<file path="src/rtl/comp_pkg.sv">
// Shared definitions for the sequential magnitude comparator: FSM state
// encoding and the helpers that size the digit counter from the parameters.
package comp_pkg;

  typedef enum logic [1:0] {
    IDLE = 2'd0,
    RUN  = 2'd1,
    DONE = 2'd2
  } state_t;

  // Number of DIGIT-wide digits in a WIDTH-bit operand (NDIG).
  function automatic int calc_ndig(input int width, input int digit);
    return width / digit;
  endfunction

  // Counter width able to hold the value NDIG itself.
  function automatic int calc_cnt_w(input int ndig);
    return $clog2(ndig + 1);
  endfunction

endpackage

</file>
<file path="src/rtl/comp_digit_slice.sv">
// Combinational DIGIT-bit magnitude compare cell: the multi-bit form of the
// single-bit l/e/g comparator. Exactly one of lt/eq/gt is high.
module comp_digit_slice #(
  parameter int DIGIT = 2
) (
  input  logic [DIGIT-1:0] a_d,
  input  logic [DIGIT-1:0] b_d,
  output logic             lt,
  output logic             eq,
  output logic             gt
);

  // Unsigned compare of one digit; sign handling is done upstream.
  always_comb begin
    lt = (a_d <  b_d);
    eq = (a_d == b_d);
    gt = (a_d >  b_d);
  end

endmodule

</file>
<file path="src/rtl/seq_mag_comp.sv">
// Multi-cycle magnitude comparator. Operands are scanned DIGIT bits per clock
// from the MSB down; signed compares are mapped onto the unsigned datapath by
// flipping the operand MSBs (offset binary). Optional early exit on the first
// differing digit. Results l/e/g are registered and held between compares.
module seq_mag_comp
  import comp_pkg::*;
#(
  parameter int WIDTH      = 8,
  parameter int DIGIT      = 2,
  parameter int EARLY_EXIT = 1
) (
  input  logic             clk,
  input  logic             rst,
  input  logic             start,
  input  logic             signed_mode,
  input  logic [WIDTH-1:0] a,
  input  logic [WIDTH-1:0] b,
  output logic             busy,
  output logic             done,
  output logic             l,
  output logic             e,
  output logic             g
);

  localparam int               NDIG     = calc_ndig(WIDTH, DIGIT);
  localparam int               CNT_W    = calc_cnt_w(NDIG);
  localparam logic [CNT_W-1:0] NDIG_C   = CNT_W'(NDIG);
  localparam logic [CNT_W-1:0] ONE_C    = CNT_W'(1);
  localparam logic [WIDTH-1:0] MSB_MASK = WIDTH'(1) << (WIDTH - 1);

  state_t           state;
  logic [WIDTH-1:0] a_sh;
  logic [WIDTH-1:0] b_sh;
  logic [CNT_W-1:0] cnt;
  logic             lt_f;
  logic             gt_f;

  logic             d_lt;
  logic             d_eq;
  logic             d_gt;
  logic             hit;
  logic             lt_n;
  logic             gt_n;
  logic             fin;

  comp_digit_slice #(
    .DIGIT(DIGIT)
  ) u_slice (
    .a_d (a_sh[WIDTH-1 -: DIGIT]),
    .b_d (b_sh[WIDTH-1 -: DIGIT]),
    .lt  (d_lt),
    .eq  (d_eq),
    .gt  (d_gt)
  );

  // Merge the current digit into the flags: the first difference wins and
  // later digits are ignored; decide whether this is the final RUN cycle.
  always_comb begin
    hit  = lt_f | gt_f;
    lt_n = hit ? lt_f : d_lt;
    gt_n = hit ? gt_f : d_gt;
    fin  = (cnt == ONE_C) || ((EARLY_EXIT != 0) && !d_eq);
  end

  // FSM, operand shift registers, digit counter and registered results.
  always_ff @(posedge clk) begin
    if (rst) begin
      state <= IDLE;
      busy  <= 1'b0;
      done  <= 1'b0;
      l     <= 1'b0;
      e     <= 1'b0;
      g     <= 1'b0;
      a_sh  <= '0;
      b_sh  <= '0;
      cnt   <= '0;
      lt_f  <= 1'b0;
      gt_f  <= 1'b0;
    end else begin
      case (state)
        IDLE, DONE: begin
          done <= 1'b0;
          if (start) begin
            a_sh  <= a ^ (signed_mode ? MSB_MASK : '0);
            b_sh  <= b ^ (signed_mode ? MSB_MASK : '0);
            cnt   <= NDIG_C;
            lt_f  <= 1'b0;
            gt_f  <= 1'b0;
            busy  <= 1'b1;
            state <= RUN;
          end else begin
            busy  <= 1'b0;
            state <= IDLE;
          end
        end
        RUN: begin
          a_sh <= a_sh << DIGIT;
          b_sh <= b_sh << DIGIT;
          cnt  <= cnt - ONE_C;
          lt_f <= lt_n;
          gt_f <= gt_n;
          if (fin) begin
            state <= DONE;
            busy  <= 1'b0;
            done  <= 1'b1;
            l     <= lt_n;
            g     <= gt_n;
            e     <= ~(lt_n | gt_n);
          end
        end
        default: begin
          state <= IDLE;
          busy  <= 1'b0;
          done  <= 1'b0;
        end
      endcase
    end
  end

endmodule

</file>
<file path="config.mk">
export PLATFORM = sky130hd
export DESIGN_NAME = seq_mag_comp
export DESIGN_NICKNAME = d
export VERILOG_FILES = /design/src/rtl/comp_pkg.sv /design/src/rtl/comp_digit_slice.sv /design/src/rtl/seq_mag_comp.sv
export SDC_FILE = /design/constraint.sdc
export NUM_CORES = 1
export LEC_CHECK = 0
export CAP_MARGIN = 20
export CORE_MARGIN = 2
export CORE_UTILIZATION = 30
export DETAILED_ROUTE_END_ITERATION = 7
export PLACE_DENSITY = 0.59
export SETUP_SLACK_MARGIN = 0.1
export SLEW_MARGIN = 20
export SYNTH_ARGS = -nofsm -noshare
export SYNTH_HDL_FRONTEND = slang
export SYNTH_SLANG_ARGS = --single-unit
</file>
<file path="constraint.sdc">
create_clock -name clk -period 2.76 [get_ports clk]
set_clock_uncertainty 0.1 [all_clocks]
set_input_delay 0.414 -clock clk [delete_from_list [all_inputs] [get_ports clk]]
set_output_delay 0.414 -clock clk [all_outputs]
set_load 0.02 [all_outputs]
</file>
Word-level counts from Yosys, hierarchy flattened
Index checks and enable logic that the tools add are counted.
- register bits after elaboration: 28
- logic and storage cells: 52
- $add $sub $neg: 1
- $lt $le $gt $ge: 2
- eq/ne operators: 6
- multiplexer cells: 18
- bitwise logic cells: 6
- reductions and logical operators: 8
- operators with widths (kind ; number):
    $pmux 8 s2 ; 2
    $mux 8 ; 3
    $xor 8x8->8 ; 2
    $mux 1 ; 6
    $pmux 1 s2 ; 3
    $pmux 3 s2 ; 1
    $ne 2x2->1 const B ; 2
    $pmux 2 s2 ; 1
    $reduce_and 2->1 ; 2
    $reduce_or 2->1 ; 2
    $eq 3x1->1 const B ; 1
    $mux 3 ; 1
    $sub 3x1->3 const B ; 1
    $eq 2x1->1 const B ; 1
    $eq 2x2->1 ; 1
    $eq 2x2->1 const B ; 1
    $gt 2x2->1 ; 1
    $logic_not 2->1 ; 1
    $lt 2x2->1 ; 1
    $mux 2 ; 1
    $not 1->1 ; 2
    $or 1x1->1 ; 2
    $reduce_bool 2->1 ; 1
    $logic_not 1->1 ; 1
    $logic_or 1x1->1 ; 1

Longest topological paths before layout
- word-level depth: 5
- depth in mapped cells: 6

Modules after synthesis
A second synthesis with hierarchy kept.
- cells, all modules: 139
- area total of the unflattened synthesis: 1238.7 um2
- modules (own cells, without submodules) (module ; times used ; cells each ; area each (um2) ; sequential area each (um2)):
    seq_mag_comp ; 1 ; 130 ; 1176.1 ; 560.5
    comp_digit_slice ; 1 ; 9 ; 62.6 ; 0.0

Worst setup path before layout
No wires, ideal clock.
- path kind: register -> register
- start: register b_sh[7]
- end: register e
- library setup time: 0.065 ns
- data arrival time: 1.295 ns
- required time: 2.595 ns
- setup slack: 1.300 ns
- stages on the path, launching flop included: 7
- buffers on the path: 0
- period minus slack after synthesis: 1.460 ns
- cells stage by stage: dfxtp_1 -> inv_1 -> ha_1 -> nand2_1 -> a2111oi_0 -> mux2i_1 -> nor2_1
- word-level cells in the longest chain between the ends: 4
- elaborated cells on any way between the ends: 10
- classes of those cells: order compare: 2; eq/ne: 1; mux: 2; bitwise: 2; reduce/logical: 3
- ends and longest elaborated chain (item ; RTL line ; RTL):
    start, declared ; seq_mag_comp.sv:33 ; logic [WIDTH-1:0] b_sh;
    start signal, assigned ; seq_mag_comp.sv:85 ; b_sh <= b ^ (signed_mode ? MSB_MASK : '0);
    start signal, assigned ; seq_mag_comp.sv:98 ; b_sh <= b_sh << DIGIT;
    $lt 2x2->1, or another cell as far along ; comp_digit_slice.sv:15 ; lt = (a_d < b_d);
    $mux 1, or another cell as far along ; seq_mag_comp.sv:60 ; lt_n = hit ? lt_f : d_lt;
    $or 1x1->1 or $logic_or 1x1->1 (tied branches) ; seq_mag_comp.sv:108, seq_mag_comp.sv:62 ;
    $not 1->1 or $reduce_and 2->1 (tied branches) ; n/a ;
    end signal, assigned ; seq_mag_comp.sv:108 ; e <= ~(lt_n | gt_n);
    end, declared ; seq_mag_comp.sv:21 ; output logic e,
Parallel ways exist; a longest one is shown, timed or not.
A chain may end at the register's enable or synchronous reset.

Worst setup path in the final report
- start: input port start
- end: register b_sh[2]
- word-level cells in the longest chain between the ends: 2
- ends and longest elaborated chain (item ; RTL line ; RTL):
    start, declared ; seq_mag_comp.sv:14 ; input logic start,
    $ne 2x2->1 (no line) ; n/a ;
    $reduce_and 2->1 (no line) ; n/a ;
No other way between the ends.

==> run summary <==
The area of the placeable core came out at ~3700 µm². The number of ports placed on the die boundary came out at 25. The category of the worst setup path launch point is an input port. The worst slew margin relative to its limit is 64.06%.

The count of different cell masters after synthesis came out at 25. The net switching power came out at 246.9 µW. The worst setup path is captured at a register.

Synthesis handed over a netlist of ~130 instances. At the end of routability-driven placement, the weighted congestion stood at 0.7995. The data arrival time of the critical path is 1890 ps. Once detail routing completed, the nets flagged for antenna violations numbered 0. The remaining global-route overflow came out at 0. The proportion of register bits with asynchronous set or reset after synthesis came out at 0%. Dividing the synthesized area by the synthesized cell count gives 9.043 µm². At the end of the flow, the number of nets in the layout was 179.

The number of stages on the worst setup path is 5. On the critical path, the stage with the largest delay is an instance of clkdlybuf4s50_1. Clock-pin slew was measured on the worst setup and hold paths at 90 ps. The overall die area came out at 4499 µm². The critical path starts at start.

CTS built an H-tree with a depth of 1. During synthesis, Yosys emitted a total of 0 warnings. The endpoint identified for the worst register-to-register timing path is e. Of all nets on the critical path, the largest fanout is 13.

Ranked by total cell area, the synthesized netlist is headed by dfxtp_1, a22oi_1, a21oi_1. Clock latency on the worst-skew pair, taken at its later pin, is roughly 270 ps. The achievable frequency is 561.0 MHz. Summing every instance area after synthesis gives about 1200 µm². The number of global-route vias before repair is approximately 940. The critical path goes through clkdlybuf4s50_1, nor2b_1, buf_4, a22oi_1, a21oi_1.

The combinational cell fraction of total power is between 20 and 25%. The leading register cell type out of synthesis is dfxtp_1. The synthesized netlist devotes 22.85% of its cell area to compound gates. The clock period minus final worst setup slack is 1782 ps. Of the cells placed in the final design, the portion with a size suffix greater than 1 is 5.844%. Sequential cells account for 50.3% of the total power.

Power spread over the standard cell area amounts to roughly 600 nW/µm². The adder and majority gate portion of the synthesized area is ~4.2%. The worst setup path is of the in2reg kind. The number of storage elements in the synthesis netlist came out at 28. The number of hold violations in the final report is 0. The critical path contains buffers and inverters numbering 2 combined. The overall track demand over capacity in global routing came out at roughly 11%. The width of the die is 67.08 µm.

Setup repair after global routing left no endpoint under its margin. The transition time at the pin with the least slew margin is 537.9 ps. The cell family contributing the most delay on the critical path is buffers and inverters. The pre-antenna-repair detailed-routing pass consisted of 6 iterations. The multiplexer area fraction after synthesis came out at 0.8386%. The first global-routing pass estimated 3967 µm of wire. The top-area cell type share of the netlist area came out at between 40% and 50%.

No sink is reached through more buffers than the 2 on the longest clock path. The flow ran to the end, and the final reports show no timing, DRC or antenna violations. Per report_power, the clock group accounts for about 27% of the total.

The post-layout utilization of the core is roughly two fifths. Summed over all failing endpoints, the final setup total negative slack is 0 ps. The via count of the routed design is 984. The internal power contribution is between 600 and 700 µW. The data required time of the critical path is 2860 ps.

The detail-routed via count per cell is 4.871. The number of synthesized flops with an enable pin is 0. The number of DRC violations after detailed-routing iteration 0 came out at 21. The number of post-CTS setup repair buffers is 0.

The number of max-capacitance violations reported came out at 0. The analysis attributes to cell leakage a power of roughly 0.00055 µW. The worst hold margin came out at 357.0 ps.

The root buffer cell chosen for the clock tree is clkbuf_8. The synthesized netlist devotes 17.82% of its cell area to simple gates. dfxtp_1 takes more of the synthesized area than any other cell.

Counting every sink on the clock net gives 28. The wire length per cell came out at 11.55 µm. The vertical die dimension is 67.08 µm.

The number of nets in the synthesized netlist is 156. The number of cells on the worst reg-to-reg path came out at 6. The synthesis-to-layout area growth is 26.73%.

The pin count of the biggest net entering global routing came out at 29. The slack of the worst reg-to-reg path came out at 1140 ps. The max-slew violation total from the final report is 0. Once the floorplan was initialized, standard cells occupied between 30% and 40% of the core. The worst vdd rail ir drop came out at roughly 320 µV. Port buffering added 24 buffers. The number of buffers created by CTS came out at 3. The worst register-to-register path begins at b_sh[7]. For this run, design rule violations remaining after detail routing come to 0.

In this run, post-CTS hold repair placed 0 buffers. The total of endpoints with negative setup slack in the final report came out at 0. The dominant combinational cell family by area after synthesis is compound AO/OA/AOI/OAI gates.

Gates resized during post-CTS repair numbered 0. The sum of net half-perimeters after detailed placement came out at around 1700 µm. The critical path ends at b_sh[2]. The part of the Yosys area used for sequential elements is 46.96%. The final clock period utilization by the worst path is 64.58%.

The final antenna diode count is 0. The share of total power consumed by net switching came out at about 27%. The class of the tightest hold or removal check is reg2reg. The final wirelength came out at 2334 µm. The site row count came out at 22. The number of antenna violations at the first check in global routing came out at 0.

The xor and xnor area share after synthesis came out at 1.468%. TritonCTS built the clock tree. The delay of the slowest critical-path stage is 470 ps.
[cell usage after synthesis (4+ instances only)]
cell type  instances
inv_1              5
dfxtp_1           28
ha_1               4
nor3_1             4
a21oi_1           17
nor2_1            18
nand2_1           12
a22oi_1           14
[worst reg2reg max path, stage by stage (launching register included)]
cell and delay [ps]:
dfxtp_1 340, inv_1 50, ha_1 300, nand2_1 140
a2111oi_0 420, mux2i_1 130, nor2_1 90
[placed cells by master (no fill, tap or decap)]
cell / netlist / layout
nor2_1: 18 / 18
mux2i_1: 1 / 1
a311oi_1: 1 / 1
a21oi_1: 17 / 17
inv_1: 5 / 5
and2b_1: 1 / 1
a221oi_1: 3 / 3
nor3_1: 4 / 4
o21ai_4: 1 / 1
nand2b_1: 3 / 3
ha_1: 4 / 4
and2b_4: 1 / 1
xnor2_1: 2 / 2
a211oi_1: 3 / 3
nor2b_1: 3 / 3
nor2_8: 1 / 1
nand2_1: 12 / 12
buf_4: 2 / 2
dfxtp_1: 28 / 28
nand3_1: 1 / 1
clkdlybuf4s50_1: 0 / 24
clkbuf_8: 0 / 4
a2111oi_0: 1 / 1
a22oi_1: 14 / 14
[state kept, by name, summed over array words and instances (netlist names)]
signal / count
a_sh: 8
b_sh: 8
busy: 1
cnt: 3
done: 1
e: 1
g: 1
gt_f: 1
l: 1
lt_f: 1
state: 2
[logic make-up (layout without fill, tap and decap cells)]
| group | Yosys count | in the layout |
|---|---|---|
| AND/OR/NAND/NOR | 44 | 44 |
| multiplexers | 1 | 1 |
| adder cells (fa/ha/maj) | 4 | 4 |
| AO/OA/AOI/OAI | 40 | 40 |
| flip-flops | 28 | 28 |
| XOR/XNOR | 2 | 2 |
| buffers and inverters | 13 | 35 |
[worst min-delay path by stage]
stage	start	endpoint	slack, ps	cells past startpoint
2_1_floorplan	a_sh[2]	a_sh[2]	340	2
3_3_place_gp	b_sh[4]	b_sh[4]	350	2
3_5_place_dp	b_sh[3]	b_sh[3]	350	2
4_1_cts	b_sh[3]	b_sh[3]	360	2
5_1_grt	b_sh[4]	b_sh[4]	390	2
6_report	b_sh[3]	b_sh[3]	360	2
[through the flow]
step	std cells	cell area, µm²	power (µW)	worst slack (ps)
2_1_floorplan	132	1194	607.9	1300
3_5_place_dp	198	1458	669.9	704.5
4_1_cts	202	1513	922.4	978.5
3_3_place_gp	198	1458	664.9	733.5
5_1_grt	202	1513	959.8	853.9
6_report	202	1513	906.6	977.5
[layout make-up]
class / instances / area [µm²]
Inverter: 5 / 18.77
Clock buffer: 4 / 55.05
Fill cell: 399 / 2231
Multi-Input combinational cell: 91 / 563.0
Sequential cell: 28 / 560.5
Timing Repair Buffer: 26 / 255.2
Tap cell: 48 / 60.06
[power groups by stage]
stage               Clock [µW]  Combinational (µW)  Sequential (µW)
CTS                        261                 205              456
detailed placement           0                 204              466
global route               270                 229              461
finish                     247                 203              456
floorplan                    0                 139              469
global placement             0                 201              464
[layer usage]
layer | wire (µm) | track usage (%)
met1 | 1119 | 13.87
met2 | 1073 | 19.80
met4 | 6 | 0.7653
met5 | 0 | 0
met3 | 134 | 3.547
(Power assumes the default switching activity.)
